[src/rtl/instr_mem_loader.sv]
// instr_mem_loader: receives a length-prefixed, XOR-checksummed image stream and
// writes its payload byte by byte into the instruction memory. The processor core
// is held in reset until a complete frame with a matching checksum has been loaded.
module instr_mem_loader #(
    parameter  int DEPTH = 256,
    parameter  int WIDTH = 8,
    localparam int AW    = $clog2(DEPTH)
) (
    input  logic             clk,
    input  logic             rst_n,
    input  logic             start,
    input  logic             in_valid,
    input  logic [7:0]       in_data,
    output logic             in_ready,
    output logic             mem_we,
    output logic [AW-1:0]    mem_addr,
    output logic [WIDTH-1:0] mem_wdata,
    output logic             busy,
    output logic             done,
    output logic             error,
    output logic             cpu_rst_n
);

    typedef enum logic [2:0] {
        StIdle,
        StLenLo,
        StLenHi,
        StData,
        StCsum,
        StDone,
        StErr
    } state_t;

    state_t        state_q, state_d;
    logic [7:0]    len_lo_q;
    logic [15:0]   len_q;
    logic [AW-1:0] cnt_q;
    logic [7:0]    csum_q;

    logic          accept;
    logic [15:0]   len_full;
    logic          last_byte;
    logic          is_busy_d;

    assign accept    = in_valid && in_ready;
    // Length as it will be once the high byte currently on in_data is taken.
    assign len_full  = {in_data, len_lo_q};
    // Payload byte N-1 is the one at cnt_q; compared wide so N = DEPTH never wraps.
    assign last_byte = (17'(cnt_q) == (17'(len_q) - 17'd1));
    assign is_busy_d = (state_d == StLenLo) || (state_d == StLenHi) ||
                       (state_d == StData)  || (state_d == StCsum);

    // Next-state decode of the frame parser.
    always_comb begin
        state_d = state_q;
        case (state_q)
            StIdle, StDone, StErr: begin
                if (start) state_d = StLenLo;
            end
            StLenLo: begin
                if (accept) state_d = StLenHi;
            end
            StLenHi: begin
                if (accept) begin
                    if (17'(len_full) > 17'(DEPTH)) state_d = StErr;
                    else if (len_full == 16'd0)     state_d = StCsum;
                    else                            state_d = StData;
                end
            end
            StData: begin
                if (accept && last_byte) state_d = StCsum;
            end
            StCsum: begin
                if (accept) state_d = (in_data == csum_q) ? StDone : StErr;
            end
            default: state_d = StIdle;
        endcase
    end

    // State, datapath and registered outputs; flags follow the state being entered.
    always_ff @(posedge clk or negedge rst_n) begin
        if (!rst_n) begin
            state_q   <= StIdle;
            len_lo_q  <= '0;
            len_q     <= '0;
            cnt_q     <= '0;
            csum_q    <= '0;
            in_ready  <= 1'b0;
            mem_we    <= 1'b0;
            mem_addr  <= '0;
            mem_wdata <= '0;
            busy      <= 1'b0;
            done      <= 1'b0;
            error     <= 1'b0;
            cpu_rst_n <= 1'b0;
        end else begin
            state_q   <= state_d;
            in_ready  <= is_busy_d;
            busy      <= is_busy_d;
            done      <= (state_d == StDone);
            error     <= (state_d == StErr);
            cpu_rst_n <= (state_d == StDone);
            mem_we    <= 1'b0;

            if ((state_q == StIdle || state_q == StDone || state_q == StErr) && start) begin
                cnt_q  <= '0;
                csum_q <= '0;
            end

            if (accept) begin
                case (state_q)
                    StLenLo: len_lo_q <= in_data;
                    StLenHi: len_q    <= len_full;
                    StData: begin
                        mem_we    <= 1'b1;
                        mem_addr  <= cnt_q;
                        mem_wdata <= in_data;
                        csum_q    <= csum_q ^ in_data;
                        if (!last_byte) cnt_q <= cnt_q + 1'b1;
                    end
                    default: ;
                endcase
            end
        end
    end

endmodule

[config.mk]
export PLATFORM = sky130hd
export DESIGN_NAME = instr_mem_loader
export DESIGN_NICKNAME = d
export VERILOG_FILES = /design/src/rtl/instr_mem_loader.sv
export SDC_FILE = /design/constraint.sdc
export NUM_CORES = 1
export LEC_CHECK = 0
export ABC_AREA = 1
export CORE_ASPECT_RATIO = 1.1
export CORE_MARGIN = 1.5
export CORE_UTILIZATION = 45
export DETAILED_ROUTE_END_ITERATION = 12
export PLACE_DENSITY = 0.65
export SYNTH_ARGS = -nofsm -noshare
export SYNTH_HDL_FRONTEND = slang
export SYNTH_SLANG_ARGS = --single-unit
[constraint.sdc]
create_clock -name clk -period 2.1 [get_ports clk]
set_input_delay 0.315 -clock clk [delete_from_list [all_inputs] [get_ports clk]]
set_output_delay 0.315 -clock clk [all_outputs]
set_load 0.05 [all_outputs]
======== Word level (Yosys, flattened, before mapping) ========
Index checks and enable logic that the tools add are counted.
word-level totals
  register bits after elaboration ......... 63
  bits of input ports ..................... 12
  word-level logic and storage cells ...... 61
  output and inout bits ................... 22
cells by class
  $add $sub $neg .......................... 2
  bitwise operators ....................... 1
  reductions and logical operators ........ 14
  order comparisons ....................... 1
  eq/ne operators ......................... 14
  mux-type cells .......................... 18
operators by type and width
  kind                     count
  $mux W8                  7
  $mux W3                  7
  $eq A3 B3 Y1 const B     6
  $eq A8 B17 Y1            1
  $sub A16 B1 Y17 const B  1
  $gt A16 B9 Y1 const B    1
  $logic_not A16 Y1        1
  $pmux W3 S5              1
  $eq A3 B2 Y1 const B     4
  $add A8 B1 Y8 const B    1
  $eq A8 B8 Y1             1
  $xor A8 B8 Y8            1
  $eq A3 B1 Y1 const B     2
  $reduce_and A2 Y1        3
  $logic_or A1 B1 Y1       5
  $logic_and A1 B1 Y1      3
  $logic_not A3 Y1         1
  $reduce_or A3 Y1         1
  $mux W1                  2
  $mux W2                  1

======== Logic depth before layout (Yosys ltp) ========
  depth after elaboration ................. 9
  depth in mapped cells ................... 17
  mapped depth without buffers ............ 17

======== Worst setup path after synthesis ========
No wires, ideal clock.
  kind .................................... flip-flop to flip-flop
  start ................................... register len_q[0]
  end ..................................... register cnt_q[4]
  path buffers ............................ 0
  setup time .............................. 0.119 ns
  stages on the path, launching flop included .. 17
  slack ................................... 0.192 ns
  arrival time ............................ 1.789 ns
  required time ........................... 1.981 ns
  clock period less this slack ............ 1.908 ns
  cell sequence ........................... dfrtp_1 > inv_2 > ha_1 > inv_1 > nand2_1 > nand2_1 > nand2_1 > nand2_1 > nor2_1 > nand3_1 > nor2_1 > nand2_1 > nor2_4 > nand2_4 > nand2_8 > inv_2 > o21a_1
on the way
  cells in the longest elaborated chain, start to end .. 5
ends and longest elaborated chain
  element                 RTL line  text
  from (decl)             36        logic [15:0] len_q;
  from (signal assigned)  113       StLenHi: len_q <= len_full;
  $sub A16 B1 Y17         49        assign last_byte = (17'(cnt_q) == (17'(len_q) - 17'd1));
  $eq A8 B17 Y1           49
  $mux W8                 119       if (!last_byte) cnt_q <= cnt_q + 1'b1;
  $mux W8                 111       case (state_q)
  $mux W8                 110       if (accept) begin
  to (signal assigned)    119
  to (decl)               37        logic [AW-1:0] cnt_q;
Every way passes these cells.
A chain may end at the register's enable or synchronous reset.

======== Worst setup path in the final report ========
  start ................................... register len_q[1]
  end ..................................... register cnt_q[4]
The elaborated chain is that of the path after synthesis.

==> reports/results.tsv <==
stage	metric	value	unit
synth	synth warn	0	
synth	Mapped Area	0.00340	mm^2
synth	Adder-Cell Fraction of Synth Area	0.00736	
synth	Post-Synthesis Cells	444	
detailed_routing	WL/cell	14.3	um
pwr	Peak supply drop	0.000762	V
placement	port buffer count	33	
finish	most frequent cells in the layout	nand2_1, dfrtp_1, o21ai_0, inv_1, nand3_1	
critical_path	FF-to-FF setup slack	60	ps
critical_path	crit path launch	len_q[1]	
clocking	CTS tree	built	
pwr	pwr dens	1550	mW/mm^2
finish	Final Instance Area	0.00418	mm^2
detailed_routing	DR vias/cell	5.11	
pwr	leakage power	1.98	nW
timing	max-slew violations	0	
die	DIE AREA	0.00808	mm^2
finish	Final #Nets	510	
timing	crit share post-route	0.973	
finish	area occupied by multi-input gates	0.00162	mm^2
synth	Synth Area in Simple Gates	0.302	
detailed_routing	Post-Route WL	8.39	mm
finish	Layout area overhead	23.0	%
die	Rows	33	
die	Die W	85.9	um
finish	FF+latch area	0.00158	mm^2
timing	Worst-Margin Slew	660	ps
critical_path	CP Capture Type	flop	
synth	register area share after synthesis	0.464	
grt	first-pass GRT wire length	13.8	mm
synth	Avg Cell Area, Syn	7.65	um^2
die	CORE AREA	0.00739	mm^2
clocking	insertion delay to the later sink of the worst-skew pair	350	ps
timing	fmax	489	MHz
synth	Synth Area in Compound Gates	0.110	
timing	skew final	16.0	ps
finish	Util after Layout	0.565	
clocking	clk slew on worst S/H paths	80	ps
die	initial core utilization	0.460	
grt	GRT Util Overall	0.223	
placement	DP Area	0.00389	mm^2
synth	Yosys reg bits	63	
finish	commonest non-fill, non-tap cell in the layout	nand2_1	
clocking	clk buf depth	2	
synth	mux contribution to synthesized area	0	
critical_path	data required time of the critical path	2340	ps
detailed_routing	# DRC	0	
worst_hold_path	Worst Hold Class	primary input to asynchronous set/reset pin	
synth	synth top area cells	dfrtp_1, nand2_1, o21ai_0, nand3_1, inv_1	
synth	largest family of logic cells by synthesized area	simple AND/OR/NAND/NOR gates	
synth	Post-Syn Nets	458	
finish	fraction of final layout cells sized beyond drive strength 1	0.134	
placement	post-DP HPWL	6.21	mm
timing	unrepaired setup endpoints after global routing	true	
detailed_routing	DR pass1 iterations	5	
synth	synth unique cells	29	
synth	Synth top area share	0.464	
timing	# setup viols final	0	
placement	dpl cells	565	
detailed_routing	via count	3002	
clocking	CTS H-tree lvls	3	
critical_path	Worst R2R Start	len_q[1]	
clocking	TritonCTS Buffers	9	
finish	diode count	0	
run_status	status	completed	
synth	Synth Area in XOR/XNOR	0.0412	
grt	initial antenna violation count	0	
timing	Tmin final	2040	ps
flow_run	Max Cap Violations	0	
critical_path	Worst setup SP type	flop	
synth	biggest area consumer among synthesized cells	dfrtp_1	
grt	grt total ovfl	0	
critical_path	crit path kind	flop to flop	
detailed_routing	drt initial violations	162	
grt	vias in the first global route	2886	
timing	Max-slew headroom	0.560	
clocking	Sink Count	63	
die	Ports	34	
critical_path	worst r2r path cells	15	
critical_path	WP data arrival	2280	ps
clocking	Root Driver	clkbuf_8	
finish	non-filler cells, final	588	
critical_path	worst-path fanout max	6	
critical_path	end point of the critical path	cnt_q[4]	
die	chip height	94.1	um
grt	largest net degree at the start of global routing	47	
critical_path	r2r endpoint	cnt_q[4]	
detailed_routing	Detail Route Antenna Nets	0	
placement	gp weighted congestion	0.962	
finish	Fillers	693	
timing	final hold viol count	0	
-- cell usage after synthesis (all sizes together) --
| master | count |
|---|---|
| ha | 2 |
| nand4 | 7 |
| nor4 | 1 |
| xnor2 | 8 |
| nand2 | 115 |
| nand3 | 42 |
| xor2 | 8 |
| a21oi | 9 |
| or2 | 1 |
| o21ai | 62 |
| buf | 2 |
| o21a | 1 |
| nor3 | 3 |
| clkbuf | 9 |
| dfrtp | 63 |
| inv | 55 |
| o31ai | 1 |
| and2 | 1 |
| nand3b | 3 |
| nor2 | 51 |
-- worst max-delay path: stages (launching register included) --
cell     delay [ps]
dfrtp_1         400
inv_2            90
ha_4            170
buf_4           120
nand2_2          80
nor2_4          150
nand2_1          60
nand2_1          50
nand2_1          50
nor2_1           90
nand2_1          90
nor2_4          150
nand2_4         120
nand2_8         110
inv_2            50
o21a_1          160
-- metrics by stage --
stage | TNS, ps | hold WS (ps) | worst slack, ps | power (mW)
floorplan | 0 | 19.4 | 192 | 4.29
global placement | 0 | 304 | 23.3 | 5.17
detailed placement | -4.21 | 309 | -4.21 | 5.22
CTS | 0 | 467 | 37.2 | 6.30
global route | -815 | 505 | -99.6 | 6.96
finish | 0 | 456 | 56.0 | 6.46
-- sequential cells by signal (all words and copies together), names as in the netlist --
signal,flops
cpu_rst_n,1
error,1
busy,1
len_q,16
mem_wdata,8
state_q,3
len_lo_q,8
mem_we,1
csum_q,8
cnt_q,8
mem_addr,8
-- per-layer routing --
layer  vias up  routed length, um  global-route usage
li1       1526                  -                   -
met1      1405               3920               0.302
met2        56               4040               0.353
met3        15                258              0.0457
met4         0                174              0.0806
met5         -                  0                   0
-- power breakdown --
part | switching, mW | internal (mW) | total (mW)
Sequential | 0.427 | 1.67 | 2.10
Clock | 0.467 | 0.580 | 1.05
Combinational | 2.14 | 1.16 | 3.31
-- worst min-delay path by stage --
stage | start | endpoint | slack, ps | cells after the start
detailed placement | rst_n | mem_addr[7] | 310 | 1
global placement | rst_n | mem_addr[7] | 300 | 1
finish | rst_n | mem_addr[7] | 460 | 2
CTS | rst_n | mem_addr[7] | 470 | 2
global route | rst_n | mem_addr[7] | 510 | 2
floorplan | rst_n | busy | 20 | 0
-- layout make-up --
class,instances,share of cell area
Tap cell,87,0.0260
Clock inverter,3,0.0102
Inverter,55,0.0500
Timing Repair Buffer,51,0.114
Sequential cell,63,0.377
Clock buffer,13,0.0356
Multi-Input combinational cell,316,0.387
-- cells by family after synthesis --
group,count (synthesis)
DFF,63
and+or+nand+nor,224
xor gates and xnor gates,16
AOI/OAI and AO/OA,73
buffers and inverters,66
adders and majority gates,2
-- repair_timing --
item / 4_1_cts / 5_1_grt
setup buffers: 0 / 5
setup endpoints to repair: 1 / 13
pin swaps: 0 / 8
endpoints found under the hold margin: 20 / 0
gates resized for setup: 2 / 15
cloned: 0 / 1
hold buffers: 1 / 0
(Power assumes the default switching activity.)
